**config.mk**
```make
export PLATFORM = sky130hd
export DESIGN_NAME = presc_timer_ctrl
export DESIGN_NICKNAME = d
export VERILOG_FILES = /design/src/rtl/presc_timer_ctrl.sv
export SDC_FILE = /design/constraint.sdc
export NUM_CORES = 1
export LEC_CHECK = 0
export CORE_MARGIN = 5
export CORE_UTILIZATION = 45
export CTS_CLUSTER_DIAMETER = 40
export CTS_CLUSTER_SIZE = 25
export DETAILED_ROUTE_END_ITERATION = 12
export MAX_ROUTING_LAYER = met4
export PLACE_DENSITY = 0.79
export SLEW_MARGIN = 20
export SYNTH_ARGS = -nofsm -noshare
export SYNTH_HDL_FRONTEND = slang
export SYNTH_SLANG_ARGS = --single-unit
```
**constraint.sdc**
```tcl
create_clock -name clk -period 2.73 [get_ports clk]
set_input_delay 0.546 -clock clk [delete_from_list [all_inputs] [get_ports clk]]
set_output_delay 0.546 -clock clk [all_outputs]
set_load 0.02 [all_outputs]
```
**src/rtl/presc_timer_ctrl.sv**
```systemverilog
// presc_timer_ctrl: one-shot tick timer that sequences an external prescaler.
// Counts prescaler carry-outs down from a loaded value, with pause (hold) and abort.
// Optional feature macro: PTC_AUTO_RELOAD_EN adds the `periodic` input. When it is
// latched high at start, the timer reloads after each expiry and keeps running.
module presc_timer_ctrl #(
   parameter int CNT_W = 8
) (
   input  logic             clk,
   input  logic             clr,
   input  logic             start,
   input  logic             abort,
   input  logic             hold,
   input  logic [CNT_W-1:0] load_val,
`ifdef PTC_AUTO_RELOAD_EN
   input  logic             periodic,
`endif
   input  logic             presc_co,
   output logic             presc_ce,
   output logic             presc_clr,
   output logic             busy,
   output logic             done,
   output logic [CNT_W-1:0] remaining
);

   typedef enum logic [1:0] {
      ST_IDLE   = 2'd0,
      ST_RUN    = 2'd1,
      ST_PAUSED = 2'd2
   } state_t;

   state_t           state_q, state_d;
   logic [CNT_W-1:0] remaining_q, remaining_d;
   logic             done_q, done_d;
   logic             tick;
   logic             load_zero;
   logic             last_tick;
   logic             start_ok;

`ifdef PTC_AUTO_RELOAD_EN
   // Periodic mode and its reload value are captured when a start is accepted.
   logic             periodic_q, periodic_d;
   logic [CNT_W-1:0] reload_q, reload_d;
`endif

   // Decoded status. The prescaler counts only in RUN and is held cleared in IDLE,
   // so a new run always begins from a fresh prescaler phase.
   assign presc_ce  = (state_q == ST_RUN);
   assign presc_clr = (state_q == ST_IDLE);
   assign busy      = (state_q != ST_IDLE);
   assign done      = done_q;
   assign remaining = remaining_q;

   // The prescaler reports co=1 whenever it is disabled, so only trust co in RUN.
   assign tick      = (state_q == ST_RUN) && presc_co;
   assign load_zero = (load_val == '0);
   assign last_tick = tick && (remaining_q == CNT_W'(1));
   assign start_ok  = start && !abort;

   // State, count and done pulse registers.
   always_ff @(posedge clk or posedge clr) begin
      if (clr) begin
         state_q     <= ST_IDLE;
         remaining_q <= '0;
         done_q      <= 1'b0;
      end else begin
         state_q     <= state_d;
         remaining_q <= remaining_d;
         done_q      <= done_d;
      end
   end

`ifdef PTC_AUTO_RELOAD_EN
   // Auto-reload configuration registers.
   always_ff @(posedge clk or posedge clr) begin
      if (clr) begin
         periodic_q <= 1'b0;
         reload_q   <= '0;
      end else begin
         periodic_q <= periodic_d;
         reload_q   <= reload_d;
      end
   end
`endif

   // Next-state logic. In RUN the order is abort, final tick, hold, plain tick.
   always_comb begin
      state_d     = state_q;
      remaining_d = remaining_q;
      done_d      = 1'b0;
`ifdef PTC_AUTO_RELOAD_EN
      periodic_d  = periodic_q;
      reload_d    = reload_q;
`endif

      unique case (state_q)
         ST_IDLE: begin
            remaining_d = '0;
            if (start_ok) begin
               if (load_zero) begin
                  // Nothing to wait for: expire immediately, stay idle.
                  done_d = 1'b1;
`ifdef PTC_AUTO_RELOAD_EN
                  periodic_d = 1'b0;
`endif
               end else begin
                  state_d     = ST_RUN;
                  remaining_d = load_val;
`ifdef PTC_AUTO_RELOAD_EN
                  periodic_d  = periodic;
                  reload_d    = load_val;
`endif
               end
            end
         end

         ST_RUN: begin
            if (abort) begin
               // Cancel wins even over a coincident final tick: no done.
               state_d     = ST_IDLE;
               remaining_d = '0;
            end else if (last_tick) begin
               done_d = 1'b1;
`ifdef PTC_AUTO_RELOAD_EN
               if (periodic_q) begin
                  // Stay in RUN; the prescaler keeps free-running into the next period.
                  remaining_d = reload_q;
               end else begin
                  state_d     = ST_IDLE;
                  remaining_d = '0;
               end
`else
               state_d     = ST_IDLE;
               remaining_d = '0;
`endif
            end else begin
               if (hold) begin
                  state_d = ST_PAUSED;
               end
               // A tick landing with hold is still counted; never step below 1 here.
               if (tick && (remaining_q >= CNT_W'(2))) begin
                  remaining_d = remaining_q - CNT_W'(1);
               end
            end
         end

         ST_PAUSED: begin
            // Prescaler is frozen (ce=0, clr=0) so its phase survives the pause.
            if (abort) begin
               state_d     = ST_IDLE;
               remaining_d = '0;
            end else if (!hold) begin
               state_d = ST_RUN;
            end
         end

         default: begin
            state_d     = ST_IDLE;
            remaining_d = '0;
         end
      endcase
   end

endmodule

```
==> run metrics, run 1 <==
Remaining Overflow, GRT=0; most frequent cells in the layout=clkdlybuf4s50_1, dfrtp_1, nand2_1; final RePlAce weighted congestion=0.887; RSZ-0062 raised after global routing=false; H-tree depth=1; P_int=~340 µW; post-synthesis average cell area=9.78 µm²; top-area cell type share of the netlist area=between 30% and 40%; Post-DRT Antenna Nets=0; Simple-Gate Fraction of Synth Area=26.9%; post-CTS setup buffers=0; multiplexer share of the synthesized area=2.44%; vias in the first global route=839; Sw Pwr=206 µW; starting density of the core=a little under half; hold slack=about 560 ps; final setup margin=486 ps; I/O Buffers=25; status=completed; share of cells above drive strength 1=between 10% and 20%; Syn Nets=between 100 and 150; Post-synth EDFFs=0; xor/xnor share of the synthesized area=0%; Final Skew=16.8 ps; Worst-path clk slew=90 ps; pwr dens=roughly 460 nW/µm²; Finish-stage setup viols=0; sequential area share after synthesis=31.6%; Die W=54.0 µm; part of the power in registers=roughly 39%; metal3 WL=203 µm; dpl ws=about 400 ps; min-delay worst type=in2async; WL final=2.41 mm; post-detail-place hpwl=approximately 1.8 mm; drt first-iter violations=38; TritonCTS Sinks=11; largest family of logic cells by synthesized area=compound AO/OA/AOI/OAI gates; GRT Overall Usage=18.7%; Inserted Diodes=0; Num CTS Buffers=3; Pre-antenna DRT Iters=4; crit share post-route=82.2%; crit path kind=reg2out; Nets=134; FF+latch count, synth=11; fmax=446 MHz; FP Rows=16; DR DRC count=0; Sw Share=between 30 and 40%; Synth Area in Compound Gates=29.7%; most common flop cell mapped by yosys=dfrtp_1; largest net degree at the start of global routing=12; worst-path maximum fanout=11; Die Ht=54.0 µm; worst slew pin tran=529 ps; logic gate share of total power=between 40% and 50%; Post-CTS Hold Fix Bufs=0; Routed met2 length=between 1 and 1.5 mm; Max VDD drop=290 µV; cell taking the most area after synthesis=dfrtp_1; Syn Inst Count=89; via/cell ratio=6.17; total of max-cap violations=0; routed length per instance=16.8 µm; cells taking the most area after synthesis=dfrtp_1, a32o_1, ha_1, nand2_1, nor4_1; highest routed metal layer=met4; Clock Tree Root=clkbuf_4; Yosys cell types=41; # fillers=between 150 and 200; Worst Path Arrival=1700 ps; M1 wire length=996 µm; initial antenna violation count=0; Pleak=0.000470 µW; core area=1900 µm²; Clk pwr share=20.8%; Data required, critical path=2180 ps; maximum root-to-sink buffer count=2; Synth warnings=0; Die ar.=approximately 2900 µm²; CTS tree=yes; final max-slew violation count=0; most common cell after layout, fill and taps aside=clkdlybuf4s50_1; final hold violation count=0; # IOs=26; relative slew slack=64.6%; first-pass GRT wire length=a little under 4 mm; post-synthesis instance area=~870 µm²; crit path launch type=flop; Synth Area in Adders=under 10%; Vias=883; Clock Latency Late Sink=about 270 ps; ys async rst share=between 90% and 100%; TNS Setup=0 ps; CP Capture Type=output pin; P&R area growth vs syn=34.6%; cts repair resizes=0; min Tclk post-route=2240 ps
synth_stat cells (2+ instances only):
library cell,instances
nor2b_1,3
or3_1,2
nand3b_1,2
ha_1,3
nor4_1,5
a22o_2,2
nand4b_1,2
o31ai_1,3
nor2_1,3
a21oi_1,2
nand2_1,9
dfrtp_1,11
nand3_1,3
a32o_1,6
inv_1,5
o21ai_0,3
cell families after synthesis:
family,count (synthesis)
buffers and inverters,9
flip-flops,11
AO/OA/AOI/OAI,26
multiplexers,2
adder cells (fa/ha/maj),3
AND/OR/NAND/NOR,38
final timing paths:
check / from / endpoint / slack, ps / depth (start not counted)
setup / recovery: state_q[1] / presc_clr / 490 / 2
hold / removal: clr / remaining[2] / 560 / 2
setup reg to reg: remaining[3] / remaining[7] / 510 / 4
hold reg to reg: remaining[6] / remaining[6] / 630 / 1
max in group asynchronous: clr / remaining[5] / 1850 / 2
min in group clk: remaining[6] / remaining[6] / 630 / 1
cell type report:
| class | count | area (µm²) | share of cell area (%) |
|---|---|---|---|
| tap | 27 | 33.8 | 2.88 |
| clock inverter | 1 | 5.00 | 0.427 |
| sequential | 11 | 275 | 23.5 |
| clock buffer | 3 | 22.5 | 1.92 |
| timing repair buffer | 27 | 265 | 22.6 |
| inverter | 5 | 18.8 | 1.60 |
| multi-input combinational | 69 | 552 | 47.1 |
worst max-delay path: stages (launching register included):
cell and delay (ps):
dfrtp_1 530, nor2_1 240, clkdlybuf4s50_1 650
registers in the layout, indices dropped and copies added (netlist names):
| register | flops |
|---|---|
| remaining | 8 |
| state_q | 2 |
| done | 1 |
routing by layer:
metal | track usage [%] | vias to the layer above
li1 | - | 405
met2 | 30.0 | 49
met3 | 4.99 | 4
met4 | 4.15 | 0
met1 | 23.6 | 425
met5 | - | -
metrics by stage:
step                area (µm²)  cells  util (%)  power [µW]
floorplan                  871     89         -         336
global placement          1140    139      60.2         425
detailed placement        1140    139      60.2         427
CTS                       1170    143      61.6         539
global route              1170    143      61.6         571
finish                    1170    143      61.6         542
power groups by stage:
| stage | Combinational (µW) | Clock (µW) | Sequential [µW] |
|---|---|---|---|
| final | 220 | 113 | 209 |
| after global routing | 237 | 121 | 212 |
| after CTS | 218 | 113 | 208 |
| after detailed placement | 216 | 0 | 211 |
| after global placement | 215 | 0 | 210 |
| after floorplan | 125 | 0 | 211 |
(Power assumes the default switching activity.)
==> inputs of run 2 (changes only) <==
==> constraint.sdc (replaced) <==
create_clock -name clk -period 2.28 [get_ports clk]
set_input_delay 0.456 -clock clk [delete_from_list [all_inputs] [get_ports clk]]
set_output_delay 0.456 -clock clk [all_outputs]
set_load 0.02 [all_outputs]
==> run 2 against run 1 <==
Against the previous run:
- worst setup slack got worse by 350 ps
- design area increased by 2.5%
- clock-buffer cell count increased by 1
==> run metrics, run 2 (synthesis results as in run 1) <==
Pleak=0.000486 µW (+3.6%); TNS Setup=0 ps (unchanged); WL final=2.37 mm (-1.7%); Remaining Overflow, GRT=0 (unchanged); Die ar.=2910 µm² (unchanged); initial antenna violation count=0 (unchanged); pwr dens=551 nW/µm² (+19%); status=completed; crit path kind=reg2out; most common cell after layout, fill and taps aside=clkdlybuf4s50_1; # IOs=26 (unchanged); most frequent cells in the layout=clkdlybuf4s50_1, dfrtp_1, nand2_1; drt first-iter violations=27 (-29%); first-pass GRT wire length=3.95 mm (+2.0%); post-layout util=63.2% (+1.5 points); Max VDD drop=296 µV (+1.8%); P&R area growth vs syn=37.9%; # fillers=151 (-3.8%); Num CTS Buffers=3 (unchanged); GRT Overall Usage=19.7% (+0.95 points); fmax=466 MHz; relative slew slack=61.0% (-3.6 points); Pre-antenna DRT Iters=4 (unchanged); Post-DRT Antenna Nets=0 (unchanged); maximum root-to-sink buffer count=2 (unchanged); TritonCTS Sinks=11 (unchanged); starting density of the core=45.8% (unchanged); post-CTS setup buffers=0 (unchanged); Vias=885 (+0.23%); routed length per instance=16.1 µm (-4.4%); critical register-to-register path startpoint=remaining[5]; final RePlAce weighted congestion=0.917 (+3.4%); FF-to-FF path depth=4 (unchanged); Critical Path End=presc_clr; CTS tree=yes; FP Rows=16 (unchanged); Clock Latency Late Sink=280 ps (about the same); Post-CTS Hold Fix Bufs=0 (unchanged); worst slew pin tran=579 ps (+50.3 ps); core area=1900 µm² (unchanged); Final Skew=5.08 ps (-11.8 ps); min-delay worst type=in2async; dpl ws=77.0 ps (-334 ps); post-detail-place hpwl=1.86 mm (+1.7%); Data required, critical path=1820 ps (-360 ps); Die Ht=54.0 µm (unchanged); min Tclk post-route=2150 ps; cts repair resizes=0 (unchanged); total of max-cap violations=0 (unchanged); final hold violation count=0 (unchanged); number of flip-flops under the largest register name=8 (unchanged); vias in the first global route=845 (+0.72%); H-tree depth=1 (unchanged); Clock Tree Root=clkbuf_4; RSZ-0062 raised after global routing=false; I/O Buffers=25 (unchanged); Die W=54.0 µm (unchanged); final max-slew violation count=0 (unchanged); DR DRC count=0 (unchanged); CP Capture Type=output pin; Nets=138 (+3.0%); crit path launch type=flop; Tot Pwr=661 µW (+22%); via/cell ratio=6.02 (-2.5%); R2R setup slack=150 ps (-360 ps); CP startpoint=state_q[1]; final setup margin=132 ps (-354 ps); Inserted Diodes=0 (unchanged); worst-path maximum fanout=11 (unchanged); Worst Path Arrival=1690 ps (about the same); Worst-path clk slew=80 ps (about the same); r2r endpoint=remaining[7]; crit share post-route=94.2%; share of cells above drive strength 1=15.8% (+2.0 points); largest net degree at the start of global routing=12 (unchanged); Finish-stage setup viols=0 (unchanged)
## run 2: per-layer routing
layer | routed length (µm) | share of wire [%] | track usage [%] | vias to the layer above
li1 | - | - | - | 412
met1 | 1000 | 42 | 25.4 | 422
met2 | 1120 | 47 | 29.2 | 46
met3 | 182 | 7.7 | 2.77 | 5
met4 | 63 | 2.7 | 11.2 | 0
met5 | 0 | 0 | - | -
## run 2: power breakdown
part | total (µW) | internal (µW) | leakage [µW] | switching [µW]
clock network | 142 | 67.9 | 0.0000150 | 74.3
registers | 244 | 212 | 0.000148 | 31.6
logic | 275 | 132 | 0.000323 | 144
## run 2: worst min path at each step
stage	start	to	slack, ps	cells after the start
global route	clr	done	530	2
detailed placement	remaining[6]	remaining[6]	620	1
finish	clr	done	490	2
global placement	remaining[6]	remaining[6]	610	1
CTS	clr	done	490	2
floorplan	clr	done	310	1
## run 2: stage by stage
| stage | area (µm²) | hold WS [ps] | instances |
|---|---|---|---|
| after global routing | 1200 | 526 | 147 |
| final | 1200 | 492 | 147 |
| after CTS | 1200 | 485 | 147 |
| after floorplan | 871 | 308 | 89 |
| after global placement | 1170 | 605 | 143 |
| after detailed placement | 1170 | 619 | 143 |
## run 2: final cells by class
type | instances | area, µm² | share of cell area [%]
inverter | 5 | 18.8 | 1.56
multi-input combinational | 69 | 552 | 45.9
sequential | 11 | 275 | 22.9
tap | 27 | 33.8 | 2.81
clock buffer | 4 | 26.3 | 2.19
timing repair buffer | 31 | 295 | 24.6
## run 2: critical path, stage by stage, from the launching register on
cell,delay (ps)
dfrtp_1,520
nor2_1,240
clkdlybuf4s50_1,650
==> inputs of run 3 (changes only) <==
--- a/config.mk
+++ b/config.mk
@@ -5,6 +5,7 @@
 export SDC_FILE = /design/constraint.sdc
 export NUM_CORES = 1
 export LEC_CHECK = 0
+export ABC_CLOCK_PERIOD_IN_PS = 2280
 export CORE_MARGIN = 5
 export CORE_UTILIZATION = 45
 export CTS_CLUSTER_DIAMETER = 40
==> results of run 3 <==
Same layout as run 2: the final DEF is identical, and so are final timing and power.
